**src/rtl/logic_unit_arbiter.sv**
```systemverilog
// Round-robin arbiter sharing one bitwise logic unit (AND/OR/XOR/XNOR) between two requesters.
// Define LOGIC_ARB_STATS_EN to add the saturating per-requester grant counters gnt0_cnt/gnt1_cnt.
module logic_unit_arbiter #(
    parameter int WIDTH = 4,
    parameter int CNT_W = 8
) (
    input  logic             clk,
    input  logic             rst_n,
    input  logic             req0_valid,
    output logic             req0_ready,
    input  logic [1:0]       req0_op,
    input  logic [WIDTH-1:0] req0_a,
    input  logic [WIDTH-1:0] req0_b,
    input  logic             req1_valid,
    output logic             req1_ready,
    input  logic [1:0]       req1_op,
    input  logic [WIDTH-1:0] req1_a,
    input  logic [WIDTH-1:0] req1_b,
    output logic             rsp_valid,
    input  logic             rsp_ready,
    output logic             rsp_id,
`ifdef LOGIC_ARB_STATS_EN
    output logic [WIDTH-1:0] rsp_y,
    output logic [CNT_W-1:0] gnt0_cnt,
    output logic [CNT_W-1:0] gnt1_cnt
`else
    output logic [WIDTH-1:0] rsp_y
`endif
);

    typedef enum logic {IDLE, RESP} state_t;

    state_t           state, state_nxt;
    logic             prio;
    logic             any_valid;
    logic             win;
    logic             fire;
    logic [1:0]       win_op;
    logic [WIDTH-1:0] win_a, win_b, result;

    if (WIDTH < 1 || CNT_W < 1) begin : g_param_check
        $error("logic_unit_arbiter: WIDTH and CNT_W must be at least 1");
    end

    // Contention goes to the pointer; a lone requester always wins.
    assign any_valid = req0_valid | req1_valid;
    assign win       = (req0_valid & req1_valid) ? prio : req1_valid;
    assign win_op    = win ? req1_op : req0_op;
    assign win_a     = win ? req1_a  : req0_a;
    assign win_b     = win ? req1_b  : req0_b;

    always_comb begin
        result = '0;
        case (win_op)
            2'b00:   result = win_a & win_b;
            2'b01:   result = win_a | win_b;
            2'b10:   result = win_a ^ win_b;
            default: result = ~(win_a ^ win_b);
        endcase
    end

    // Readys are gated by rst_n so they read 0 throughout reset.
    always_comb begin
        state_nxt  = state;
        req0_ready = 1'b0;
        req1_ready = 1'b0;
        fire       = 1'b0;
        case (state)
            IDLE: begin
                if (rst_n && any_valid) begin
                    fire       = 1'b1;
                    req0_ready = ~win;
                    req1_ready = win;
                    state_nxt  = RESP;
                end
            end
            RESP: begin
                if (rsp_ready) state_nxt = IDLE;
            end
            default: state_nxt = IDLE;
        endcase
    end

    always_ff @(posedge clk or negedge rst_n) begin
        if (!rst_n) begin
            state     <= IDLE;
            prio      <= 1'b0;
            rsp_valid <= 1'b0;
            rsp_id    <= 1'b0;
            rsp_y     <= '0;
        end else begin
            state <= state_nxt;
            if (fire) begin
                rsp_valid <= 1'b1;
                rsp_id    <= win;
                rsp_y     <= result;
                prio      <= ~win;
            end else if (state == RESP && rsp_ready) begin
                rsp_valid <= 1'b0;
            end
        end
    end

`ifdef LOGIC_ARB_STATS_EN
    always_ff @(posedge clk or negedge rst_n) begin
        if (!rst_n) begin
            gnt0_cnt <= '0;
            gnt1_cnt <= '0;
        end else if (fire) begin
            if (!win && gnt0_cnt != '1) gnt0_cnt <= gnt0_cnt + CNT_W'(1);
            if (win && gnt1_cnt != '1)  gnt1_cnt <= gnt1_cnt + CNT_W'(1);
        end
    end
`endif

endmodule
```
**config.mk**
```make
export PLATFORM = sky130hd
export DESIGN_NAME = logic_unit_arbiter
export DESIGN_NICKNAME = d
export VERILOG_FILES = /design/src/rtl/logic_unit_arbiter.sv
export SDC_FILE = /design/constraint.sdc
export NUM_CORES = 1
export LEC_CHECK = 0
export CAP_MARGIN = 10
export CORE_AREA = 2 2 39 41
export CTS_BUF_LIST = sky130_fd_sc_hd__clkbuf_16
export DETAILED_ROUTE_END_ITERATION = 10
export DIE_AREA = 0 0 41 43
export DONT_BUFFER_PORTS = 1
export GPL_ROUTABILITY_DRIVEN = 0
export PLACE_DENSITY = 0.76
export RECOVER_POWER = 25
export SYNTH_ARGS = -nofsm -noshare
export SYNTH_HDL_FRONTEND = slang
export SYNTH_SLANG_ARGS = --single-unit
export TNS_END_PERCENT = 1
```
**constraint.sdc**
```tcl
create_clock -name clk -period 5.5 [get_ports clk]
set_clock_uncertainty 0.05 [all_clocks]
set_input_delay 1.375 -clock clk [delete_from_list [all_inputs] [get_ports clk]]
set_output_delay 1.375 -clock clk [all_outputs]
set_load 0.01 [all_outputs]
```
==> results <==
- The H-tree level count is 1.
- The number of hold violations in the final report was 0.
- The class of the most critical setup path is in -> out.
- The biggest area contributor in the post-synthesis netlist is dfrtp_1.
- Buffers added to address setup during post-CTS repair amount to 0.
- The count of buffers inserted at the top-level ports is 0.
- In this run the vertical extent of the chip is 43 um.
- The clock reaches the later pin of the worst-skew pair after 0.23 ns.
- The floorplan row count is 14.
- The initial utilization of the core area, before any placement, comes to 52.4%.
- The number of violations reported at the end of detailed-routing iteration 0 is 14.
- The number of enable flip-flop cells after synthesis is 0.
- CTS placed an instance of clkbuf_16 at the clock tree root.
- At the worst endpoint, the required time is slightly above 4 ns.
- Sequential elements use ~28% of the synthesized area.
- For this design, the sink count on the clock tree is 8.
- The predominant post-synthesis flop cell is dfrtp_1.
- The data arrival time of the critical path is 2.16 ns.
- In the synthesized netlist the async set-or-reset flop fraction comes to between 90% and 100%.
- Each instance of the synthesized netlist takes up on average 8.74 um2.
- The worst register-to-register path ends at rsp_y[0]$_DFFE_PN0P_.
- After detailed routing, the average wire length per cell comes to between 10 and 15 um.
- The gate count of the mapped netlist is a little over 80.
- The count of different cell masters after synthesis is 27.
- The final cycle utilization of the critical path is between 60% and 70%.
- The post-synthesis net count is about 120.
- The class of the most critical hold timing path is reg -> reg.
- In this run the power density over the cells is around 350 nW/um2.
- The worst hold path terminates at rsp_valid$_DFFE_PN0P_.
- The floorplan step defined a core boundary enclosing roughly 1400 um2.
- The global-route usage over all layers is 20.2%.
- IR analysis of the VDD net gives a maximum drop of about 0.25 mV.
- The worst setup path is captured at an output pin.
- Summed over all nets, the half-perimeter wirelength after detailed placement is ~1200 um.
- The post-placement cell area is 733 um2.
- The number of CTS-inserted buffers is 3.
- The filler cells instantiated in the layout total between 100 and 150.
- The remaining antenna violation count after routing is 0.
- STA classifies the critical path startpoint as an input pin.
- The maximum buffer depth of the clock tree is 2.
- Global routing finished with a remaining overflow of 0.
- For the final routed database, the setup TNS stands at 0 ns.
- The number of cells on the worst reg-to-reg path is 7.
- The I/O pin count is 33.
- Entering global routing, the biggest net connects 13 pins.
- The number of global-route vias before repair came to 587.
- The first global-routing pass estimated ~2400 um of wire.
- In the final layout, the share of cells above drive strength 1 is between 10 and 15%.
- The share of synthesized area in the top cell type comes to between 20% and 30%.
- The total standard cell area after synthesis is between 700 and 800 um2.
- For flop-to-flop paths, the worst setup slack is 3.22 ns.
- The maximum fanout encountered on the critical timing path is 12.
- The clock period could shrink to ~3.6 ns.
- The total number of nets in the final design is around 120.
- The startpoint of the worst-slack reg-to-reg timing path is prio$_DFFE_PN0P_.
- The launch instance of the worst min-delay path is state$_DFF_PN0_.
- Detailed routing inserted a total of slightly below 600 vias.
- Setup violations remaining at the end of the flow were counted as 0.
- The worst pin sits at a relative slew slack of 66.0%.
- The synthesis-to-layout area growth is 11.4%.
- The width of the chip is 41 um.
- The first-pass iteration count of the detailed router is 4.
- Setup repair after global routing left no endpoint under its margin.
- After clock tree synthesis, the flow added hold-fix buffers numbering 0.
- The worst-margin pin slew is about 0.51 ns.
- Counting instances, the worst hold path has a depth of 1.
- The flow ran to the end, and the final reports show no timing, DRC or antenna violations.
- For this block, the routed nets add up to around 1500 um of wire.
- After routing the design area is 808 um2.
- TritonCTS built the clock tree.
- In this run the static leakage power is around 0.40 nW.
- The floorplan step defined a die boundary enclosing 1760 um2.
- The number of resized instances in the post-cts repair step is 0.
- The number of diodes is 0.
- The flip-flop and latch count after synthesis is 8.
- The number of antenna violations at the first check in global routing was 0.
- The post-detailed-route via-to-cell ratio is about 5.9.
- The number of remaining DRC errors is 0.
- The warning count from the yosys run is 0.
- The tool flagged a number of max-cap violations equal to 0.
- By area the synthesized netlist is led by dfrtp_1 (28%), ha_1 (14%), mux2_2 (6.2%).
- The clock transition at the register clock pins on the worst setup and hold paths after CTS is about 0.030 ns.
- The count of final max-slew check failures is 0.
- The fmax is ~280 MHz.
==> layout by cell type (no fill, tap or decap) <==
cell type	netlist	final
a21oi_2	1	1
nor2_1	10	10
a211oi_2	1	1
dfrtp_1	8	8
inv_1	11	11
o21ai_0	2	2
nand2b_1	1	1
or2_1	2	2
a32o_2	1	1
a21o_1	1	1
nand3_1	1	1
nor3_1	3	3
o2bb2ai_1	3	3
nand2_1	6	6
clkbuf_16	0	3
and3_4	1	1
and3_1	1	1
nand2b_4	1	1
mux2_2	4	4
ha_1	8	8
a2bb2oi_1	1	1
a221o_1	3	3
a32oi_1	1	1
o211ai_1	1	1
mux2i_1	4	4
a21oi_1	5	5
==> stage by stage <==
step | power [mW] | hold slack [ns] | setup WS, ns | cells | util (%)
after floorplan | 0.154 | 0.380 | 2.00 | 83 | -
after global placement | 0.167 | 0.411 | 1.92 | 97 | 53.0
after detailed placement | 0.169 | 0.402 | 1.89 | 97 | 53.0
after CTS | 0.290 | 0.435 | 1.90 | 100 | 58.4
after global routing | 0.304 | 0.442 | 1.75 | 100 | 58.4
final | 0.287 | 0.429 | 1.92 | 100 | 58.4
==> cells in the mapped netlist (3+ instances only) <==
library cell	count
inv_1	11
nor2_1	10
dfrtp_1	8
ha_1	8
nand2_1	6
a21oi_1	5
mux2_2	4
mux2i_1	4
a221o_1	3
nor3_1	3
o2bb2ai_1	3
==> power by group <==
group          internal, mW  total [mW]  switching (mW)
Sequential           0.0764      0.0961          0.0197
Combinational        0.0344      0.0729          0.0385
Clock                0.0933       0.118          0.0244
Total                 0.204       0.287          0.0825
==> worst max-delay path, stage by stage <==
cell and delay (ns):
nand2b_4 0.07, nand2_1 0.31, nor2_1 0.40
==> layer usage <==
metal  vias up  share of wire, %  wire, um  track usage, %
met1       276                42       613            23.9
met4         0              0.54         8            11.3
met2        21                51       751            31.9
met5         -                 0         0               0
met3         2               6.5        95            4.19
li1        295                 -         -               -
==> layout make-up <==
type                       count  area [um2]  share of cell area, %
clock buffer                   3        75.1                   9.29
inverter                      11        41.3                   5.11
tap                           16        20.0                   2.48
multi-input combinational     62         472                   58.4
sequential                     8         200                   24.8
==> state kept, by name, indices dropped and copies added, names as in the netlist <==
name       count
prio           1
rsp_id         1
rsp_valid      1
rsp_y          4
state          1
==> worst max path at each step <==
stage	cells past startpoint	from	endpoint	slack, ns
after global routing	3	req0_valid	req1_ready	1.75
after CTS	3	req0_valid	req1_ready	1.90
after global placement	3	req0_valid	req1_ready	1.92
after detailed placement	3	req0_valid	req1_ready	1.89
after floorplan	4	rst_n	req0_ready	2.00
final	3	req0_valid	req1_ready	1.92
==> cell families after synthesis <==
kind of cell	share of synthesized area (%)
compound gates	21.6
fa+ha+maj	13.8
buf+inv	7.41
flops	27.6
mux	11.7
simple gates	17.9
No activity file was read; power rests on OpenSTA's default activity.
